$ cat config.mk
export PLATFORM = sky130hd
export DESIGN_NAME = exc_ctrl
export DESIGN_NICKNAME = d
export VERILOG_FILES = /design/src/rtl/exc_ctrl.sv
export SDC_FILE = /design/constraint.sdc
export NUM_CORES = 1
export LEC_CHECK = 0
export ABC_AREA = 1
export BUFFER_PORTS_ARGS = -buffer_cell sky130_fd_sc_hd__buf_2
export CAP_MARGIN = 20
export CORE_MARGIN = 1.5
export CORE_UTILIZATION = 46
export DETAILED_ROUTE_END_ITERATION = 6
export GPL_ROUTABILITY_DRIVEN = 0
export MAX_ROUTING_LAYER = met4
export PLACE_DENSITY = 0.9
export SYNTH_ARGS = -nofsm -noshare
export SYNTH_HDL_FRONTEND = slang
export SYNTH_SLANG_ARGS = --single-unit
$ cat constraint.sdc
create_clock -name clk -period 1.6 [get_ports clk]
set_input_delay 0.08 -clock clk [delete_from_list [all_inputs] [get_ports clk]]
set_output_delay 0.08 -clock clk [all_outputs]
set_load 0.05 [all_outputs]
$ cat src/rtl/exc_ctrl.sv
// Exception / interrupt / ERET sequencer owning Status.EXL.
// Latency: exception redirect 3 cycles after acceptance, ERET redirect 2 cycles.
// Backpressure: none; requests arriving while busy are dropped, not queued.
//
// Ports:
//   clk, rst            - clock, asynchronous active-low reset
//   exc_req/_code/_pc/_bd - synchronous exception from the pipeline
//   int_req, ie         - pending unmasked interrupt, Status.IE
//   eret_req, epc_rdata - ERET at commit, EPC read data
//   epc_we_h/_bd/_pc    - hardware EPC write (EPC unit applies the BD -4 adjust)
//   epc_r_h             - hardware EPC read strobe
//   cause_we/_code/_bd  - Cause update
//   exl                 - Status.EXL
//   flush, redirect_valid, redirect_pc - pipeline control
//   busy                - sequence in progress
module exc_ctrl #(
   parameter logic [31:0] EXC_VECTOR = 32'h8000_0180,
   parameter logic [4:0]  CODE_INT   = 5'd0
) (
   input  logic        clk,
   input  logic        rst,
   input  logic        exc_req,
   input  logic [4:0]  exc_code,
   input  logic [31:0] exc_pc,
   input  logic        exc_bd,
   input  logic        int_req,
   input  logic        ie,
   input  logic        eret_req,
   input  logic [31:0] epc_rdata,
   output logic        epc_we_h,
   output logic        epc_bd,
   output logic [31:0] epc_pc,
   output logic        epc_r_h,
   output logic        cause_we,
   output logic [4:0]  cause_code,
   output logic        cause_bd,
   output logic        exl,
   output logic        flush,
   output logic        redirect_valid,
   output logic [31:0] redirect_pc,
   output logic        busy
);

   typedef enum logic [2:0] {
      ST_IDLE    = 3'd0,
      ST_FLUSH   = 3'd1,
      ST_SAVE    = 3'd2,
      ST_VECTOR  = 3'd3,
      ST_ERET_RD = 3'd4,
      ST_ERET_GO = 3'd5
   } state_t;

   state_t      state_q, state_d;
   logic        exl_q, exl_d;
   logic [4:0]  code_q, code_d;
   logic [31:0] pc_q, pc_d;
   logic        bd_q, bd_d;
   // EXL value at acceptance: a nested exception must not overwrite EPC.
   logic        nested_q, nested_d;
   logic [31:0] epc_q, epc_d;

   always_ff @(posedge clk or negedge rst) begin
      if (!rst) begin
         state_q  <= ST_IDLE;
         exl_q    <= 1'b0;
         code_q   <= 5'd0;
         pc_q     <= 32'd0;
         bd_q     <= 1'b0;
         nested_q <= 1'b0;
         epc_q    <= 32'd0;
      end else begin
         state_q  <= state_d;
         exl_q    <= exl_d;
         code_q   <= code_d;
         pc_q     <= pc_d;
         bd_q     <= bd_d;
         nested_q <= nested_d;
         epc_q    <= epc_d;
      end
   end

   always_comb begin
      state_d        = state_q;
      exl_d          = exl_q;
      code_d         = code_q;
      pc_d           = pc_q;
      bd_d           = bd_q;
      nested_d       = nested_q;
      epc_d          = epc_q;
      flush          = 1'b0;
      cause_we       = 1'b0;
      epc_we_h       = 1'b0;
      epc_r_h        = 1'b0;
      redirect_valid = 1'b0;
      redirect_pc    = 32'd0;

      case (state_q)
         ST_IDLE: begin
            // Priority: exception > interrupt > ERET.
            if (exc_req) begin
               code_d   = exc_code;
               pc_d     = exc_pc;
               bd_d     = exc_bd;
               nested_d = exl_q;
               state_d  = ST_FLUSH;
            end else if (int_req && ie && !exl_q) begin
               code_d   = CODE_INT;
               pc_d     = exc_pc;
               bd_d     = exc_bd;
               nested_d = 1'b0;
               state_d  = ST_FLUSH;
            end else if (eret_req && exl_q) begin
               state_d  = ST_ERET_RD;
            end
         end
         ST_FLUSH: begin
            flush   = 1'b1;
            state_d = ST_SAVE;
         end
         ST_SAVE: begin
            cause_we = 1'b1;
            epc_we_h = !nested_q;
            exl_d    = 1'b1;
            state_d  = ST_VECTOR;
         end
         ST_VECTOR: begin
            redirect_valid = 1'b1;
            redirect_pc    = EXC_VECTOR;
            state_d        = ST_IDLE;
         end
         ST_ERET_RD: begin
            flush   = 1'b1;
            epc_r_h = 1'b1;
            epc_d   = epc_rdata;
            state_d = ST_ERET_GO;
         end
         ST_ERET_GO: begin
            redirect_valid = 1'b1;
            redirect_pc    = epc_q;
            exl_d          = 1'b0;
            state_d        = ST_IDLE;
         end
         default: begin
            state_d = ST_IDLE;
         end
      endcase
   end

   assign epc_pc     = pc_q;
   assign epc_bd     = bd_q;
   assign cause_code = code_q;
   assign cause_bd   = bd_q;
   assign exl        = exl_q;
   assign busy       = (state_q != ST_IDLE);

endmodule

==> results.sh, run 1 <==
export IMPL_synth_cells=376
export IMPL_layout_min_cycle_time_ns=1.711
export IMPL_worst_r2r_setup_slack_ns=-0.07
export IMPL_synth_seq_area_share_pct=59.43
export IMPL_fmax_mhz=584.5
export IMPL_dp_hpwl_mm=5.362
export IMPL_grt_max_degree=48
export IMPL_slew_headroom_pct=68.48
export IMPL_p_per_area_mw_per_mm2=2136
export IMPL_area_delta_synth_final_pct=87.04
export IMPL_fillerInstances=300
export IMPL_tritoncts="yes"
export IMPL_die_y_um=85.86
export IMPL_drive_gt1_share_pct=46.86
export IMPL_cp_start_kind="flop"
export IMPL_r2r_cells=8
export IMPL_violations="negative setup slack"
export IMPL_synth_top_family_by_area="simple AND/OR/NAND/NOR gates"
export IMPL_root_buffer="clkbuf_8"
export IMPL_worst_pin_slew_ns=0.4728
export IMPL_power_leakage_nw=3.029
export IMPL_cts_sinks=75
export IMPL_rows=30
export IMPL_clk_pin_slew_ns=0.08
export IMPL_setup_tns_ns=-2.540
export IMPL_die_area_mm2=0.007371
export IMPL_synthSimpleGateAreaFrac_pct=27.50
export IMPL_io_pins=154
export IMPL_r2r_end="epc_pc[13]"
export IMPL_dr_total_vias=3844
export IMPL_hold_class="primary input to flop"
export IMPL_yosysTopAreaCell="dfrtp_1"
export IMPL_rsz0062_at_grt="yes"
export IMPL_instances_no_fill=701
export IMPL_finalInstanceArea_mm2=0.005907
export IMPL_die_x_um=85.86
export IMPL_synth_distinct_cells=14
export IMPL_hold_path_end="cause_code[3]"
export IMPL_clock_skew_ns=0.01152
export IMPL_antenna_found_initial=0
export IMPL_drt_iter0_drc=277
export IMPL_fin_total_pwr_mw=12.62
export IMPL_routed_wl_mm=13.51
export IMPL_coreArea_mm2=0.006719
export IMPL_nets=692
export IMPL_cts_max_path_buffers=2
export IMPL_grt_pass1_wl_mm=16.71
export IMPL_setup_violations=62
export IMPL_hp_start="exc_req"
export IMPL_cp_max_fo=4
export IMPL_netlist_top_cells_area="dfrtp_1, nand2_1, nand3_1, o21ai_1, nor2_1"
export IMPL_layout_commonest_cell="buf_2"
export IMPL_drtAntennaViolNets=0
export IMPL_cap_violations=0
export IMPL_synth_top_area_share_pct=59.43
export IMPL_via_per_inst=5.484
export IMPL_hold_ws_ns=0.08920
export IMPL_clk_latency_ns=0.35
export IMPL_first_global_vias=3490
export IMPL_drc_errors=0
export IMPL_final_cell_mix="buf_2, nand2_1, dfrtp_1, dlygate4sd3_1, nand3_1"
export IMPL_drtPass1Iterations=5
export IMPL_synthMuxAreaShare_pct=0
export IMPL_ys_ff_latch=75
export IMPL_n_antenna_cell=0
export IMPL_ys_warn_count=0
export IMPL_routedWlPerCell_um=19.27
export IMPL_status="finished with violations"
export IMPL_htreeDepth=3
export IMPL_start_util_pct=47.00
export IMPL_crit_reg2reg_launch="state_q[1]"
export IMPL_synth_xor_xnor_area_share_pct=0
export IMPL_grt_usage_pct=30.64
export IMPL_syn_avg_cell_area_um2=8.399
export IMPL_hold_path_depth=3
export IMPL_overflow=0
export IMPL_arrival_ns=1.63
export IMPL_numPlacedInstances=599
export IMPL_setup_worst_path_class="flop to output port"
export IMPL_fin_ws_ns=-0.1108
export IMPL_crit_required_ns=1.52
export IMPL_placed_area_mm2=0.004040
export IMPL_place_ws_ns=0.1165
export IMPL_irDropWorstVdd_uv=1494
export IMPL_slew_viol_final=0
export IMPL_synth_compound_area_share_pct=5.111
export IMPL_final_util_pct=87.91
export IMPL_cp_end_kind="output port"
export IMPL_numPortBuffers=153
export IMPL_yosys_area_share_adder_pct=0
export IMPL_syn_num_nets=452
export IMPL_period_share_pct=106.9
export IMPL_synth_area_mm2=0.003158
export IMPL_hold_viol=0
export IMPL_cts_buffers=9
## power breakdown
group	total (mW)	internal, mW	switching (mW)
Combinational	7.47	2.47	5.00
Clock	1.64	0.889	0.753
Sequential	3.50	2.82	0.685
Total	12.6	6.18	6.44
## Yosys cell counts
| cell | count |
|---|---|
| nor3_2 | 2 |
| nand3_1 | 43 |
| o21bai_2 | 1 |
| inv_1 | 32 |
| dfrtp_1 | 75 |
| nand2_2 | 1 |
| o21ai_1 | 29 |
| clkbuf_2 | 1 |
| nor2_1 | 35 |
| buf_4 | 4 |
| nand2_1 | 132 |
| a21oi_1 | 1 |
| buf_2 | 17 |
| inv_2 | 3 |
## cells by family after synthesis
kind of cell	Yosys count
AOI/OAI and AO/OA	31
buffers and inverters	57
DFF	75
and+or+nand+nor	213
## what timing repair did
action,CTS,global route
pin swaps,2,6
cloned,3,4
hold endpoints to repair,104,0
hold buffers,71,0
gates resized for setup,65,157
setup endpoints to repair,33,77
buffers inserted,5,3
## cell type report
cell class	count	area, um2	share of cell area, %
tap	80	100.1	1.695
inverter	35	138.9	2.351
clock buffer	9	123.9	2.097
timing repair inverter	1	16.27	0.2754
clock inverter	7	102.6	1.737
multi-input combinational	244	1426	24.15
sequential	75	1877	31.77
timing repair buffer	250	2122	35.92
## registers in the layout, summed over array words and instances (netlist names)
| signal | count |
|---|---|
| epc_pc | 32 |
| epc_q | 32 |
| cause_code | 5 |
| state_q | 3 |
| cause_bd | 1 |
| exl | 1 |
| nested_q | 1 |
## worst max-delay path, cell delays in order (launching register included)
cell	delay (ns)
dfrtp_1	0.38
inv_2	0.07
nor3_4	0.24
buf_12	0.17
buf_4	0.11
nand2_1	0.05
nand2_1	0.10
buf_6	0.17
## worst max-delay path by stage
stage | to | from | slack, ns
2_1_floorplan | redirect_pc[11] | state_q[1] | -0.06
3_3_place_gp | redirect_pc[4] | state_q[1] | 0.16
3_5_place_dp | redirect_pc[4] | state_q[0] | 0.12
4_1_cts | redirect_pc[14] | state_q[0] | -0.03
5_1_grt | redirect_pc[7] | state_q[2] | -0.15
6_report | redirect_pc[7] | state_q[2] | -0.11
## routing by layer
metal	global-route usage [%]	vias to the layer above	part of all wire (%)
met5	-	-	0
met4	10.41	0	4.2
met2	53.69	343	51
met1	34.63	1786	34
li1	-	1648	-
met3	6.930	67	10
Note: power is estimated with default switching activity, not from simulation.
==> inputs of run 2 (changes only) <==
--- a/config.mk
+++ b/config.mk
@@ -9,11 +9,11 @@
 export BUFFER_PORTS_ARGS = -buffer_cell sky130_fd_sc_hd__buf_2
 export CAP_MARGIN = 20
 export CORE_MARGIN = 1.5
-export CORE_UTILIZATION = 46
+export CORE_UTILIZATION = 41
 export DETAILED_ROUTE_END_ITERATION = 6
 export GPL_ROUTABILITY_DRIVEN = 0
 export MAX_ROUTING_LAYER = met4
-export PLACE_DENSITY = 0.9
+export PLACE_DENSITY = 0.85
 export SYNTH_ARGS = -nofsm -noshare
 export SYNTH_HDL_FRONTEND = slang
 export SYNTH_SLANG_ARGS = --single-unit
==> constraint.sdc (replaced) <==
create_clock -name clk -period 1.54 [get_ports clk]
set_input_delay 0.077 -clock clk [delete_from_list [all_inputs] [get_ports clk]]
set_output_delay 0.077 -clock clk [all_outputs]
set_load 0.05 [all_outputs]
==> results.sh, run 2 (synthesized netlist as in run 1, its figures left out) <==
export IMPL_overflow=0
export IMPL_grt_usage_pct=29.84
export IMPL_die_y_um=90.77
export IMPL_cap_violations=0
export IMPL_dp_hpwl_mm=5.548
export IMPL_hold_class="primary input to flop"
export IMPL_arrival_ns=1.58
export IMPL_grt_max_degree=59
export IMPL_io_pins=154
export IMPL_period_share_pct=107.4
export IMPL_die_area_mm2=0.008238
export IMPL_tritoncts="yes"
export IMPL_power_leakage_nw=2.999
export IMPL_worst_pin_slew_ns=0.4440
export IMPL_drc_errors=0
export IMPL_rsz0062_at_grt="yes"
export IMPL_routed_wl_mm=12.83
export IMPL_setup_violations=58
export IMPL_slew_viol_final=0
export IMPL_drive_gt1_share_pct=43.84
export IMPL_crit_buf_inv=3
export IMPL_p_per_area_mw_per_mm2=2141
export IMPL_clock_skew_ns=0.007816
export IMPL_hold_path_depth=3
export IMPL_grt_pass1_wl_mm=18.71
export IMPL_final_cell_mix="buf_2, nand2_1, dfrtp_1, dlygate4sd3_1, nand3_1"
export IMPL_via_per_inst=5.035
export IMPL_cts_sinks=75
export IMPL_fillerInstances=412
export IMPL_cts_buffers=9
export IMPL_slowest_stage="dfrtp_1"
export IMPL_cp_max_fo=16
export IMPL_layout_min_cycle_time_ns=1.654
export IMPL_n_antenna_cell=0
export IMPL_status="finished with violations"
export IMPL_drt_iter0_drc=234
export IMPL_hold_path_end="epc_q[24]"
export IMPL_hp_start="epc_rdata[24]"
export IMPL_cp_end_kind="output port"
export IMPL_instances_no_fill=724
export IMPL_start_util_pct=42.85
export IMPL_die_x_um=90.77
export IMPL_nets=696
export IMPL_htreeDepth=3
export IMPL_r2r_cells=8
export IMPL_setup_worst_path_class="flop to output port"
export IMPL_rows=31
export IMPL_layout_commonest_cell="buf_2"
export IMPL_fmax_mhz=604.6
export IMPL_crit_required_ns=1.46
export IMPL_crit_reg2reg_launch="state_q[0]"
export IMPL_hold_viol=0
export IMPL_cts_max_path_buffers=2
export IMPL_dr_total_vias=3645
export IMPL_numPortBuffers=153
export IMPL_cpPeakStageDelay_ns=0.44
export IMPL_coreArea_mm2=0.007370
export IMPL_first_global_vias=3711
export IMPL_violations="negative setup slack"
export IMPL_antenna_found_initial=0
export IMPL_clk_pin_slew_ns=0.08
export IMPL_numPlacedInstances=620
export IMPL_worst_r2r_setup_slack_ns=-0.04
export IMPL_clk_latency_ns=0.34
export IMPL_root_buffer="clkbuf_8"
export IMPL_drtPass1Iterations=4
export IMPL_irDropWorstVdd_uv=1489
export IMPL_drtAntennaViolNets=0
export IMPL_final_util_pct=79.88
export IMPL_r2r_end="epc_pc[26]"
export IMPL_slew_headroom_pct=70.40
export IMPL_crit_chain="nor3_4 > buf_6 > inv_12 > nor2_4 > buf_8"
export IMPL_area_delta_synth_final_pct=86.41
export IMPL_crit_family="flip-flops"
export IMPL_cp_start_kind="flop"
export IMPL_fin_ws_ns=-0.1139
export IMPL_routedWlPerCell_um=17.73
-- run 2: cell types whose count changed in the layout (fill, tap and decap cells not counted), sizes merged --
cell         delta
inv             -1
dlygate4sd3     -1
clkbuf          +3
bufbuf          -1
buf             +6
clkinv          -2
-- run 2: through the flow --
| step | worst slack (ns) | total power [mW] | cell area [um2] | hold WS (ns) | setup TNS, ns |
|---|---|---|---|---|---|
| after floorplan | -0.1196 | 7.443 | 3158 | -0.2186 | -3.466 |
| after global placement | 0.1367 | 8.730 | 4066 | 0.05106 | 0 |
| after detailed placement | 0.07777 | 8.885 | 4066 | 0.06287 | 0 |
| after CTS | -0.04944 | 11.47 | 5530 | 0.01436 | -1.205 |
| final | -0.1139 | 12.60 | 5887 | 0.03648 | -3.385 |
| after global routing | -0.1716 | 13.23 | 5887 | 0.05915 | -7.489 |
-- run 2: worst min-delay path: stages --
cell	delay, ns
buf_2	0.11
nand2_1	0.05
o21ai_1	0.08
-- run 2: how the worst max path moves through the flow --
stage	startpoint	endpoint	cells after the start	slack [ns]
after floorplan	state_q[1]	redirect_pc[11]	4	-0.12
after global routing	state_q[1]	redirect_pc[4]	5	-0.17
final	state_q[1]	redirect_pc[4]	5	-0.11
after global placement	state_q[1]	redirect_pc[9]	4	0.14
after detailed placement	state_q[0]	redirect_pc[18]	5	0.08
after CTS	state_q[0]	redirect_pc[18]	6	-0.05
-- run 2: timing repair --
item / CTS / global route
cloned: 2 / 4
gates resized for setup: 142 / 72
pin swaps: 3 / 8
buffers inserted: 7 / 5
hold buffers: 70 / 0
setup endpoints to repair: 35 / 81
endpoints found under the hold margin: 103 / 0
-- run 2: final cells by class --
type,count,area [um2],share of cell area (%)
Tap cell,99,123.9,2.104
Timing Repair inverter,1,16.27,0.2763
Multi-Input combinational cell,244,1361,23.12
Inverter,35,148.9,2.529
Sequential cell,75,1877,31.88
Clock inverter,4,72.57,1.233
Clock buffer,12,155.1,2.635
Timing Repair Buffer,254,2132,36.22
-- run 2: power breakdown --
group | internal [mW] | switching (mW)
clock network | 1.00 | 0.701
logic | 2.31 | 5.10
registers | 2.93 | 0.559
-- run 2: per-layer routing --
layer / share of wire (%) / vias to the layer above / track usage [%]
li1: - / 1650 / -
met1: 38 / 1769 / 33.95
met2: 51 / 192 / 51.57
met3: 7.7 / 34 / 6.650
met4: 2.9 / 0 / 10.45
met5: 0 / - / -
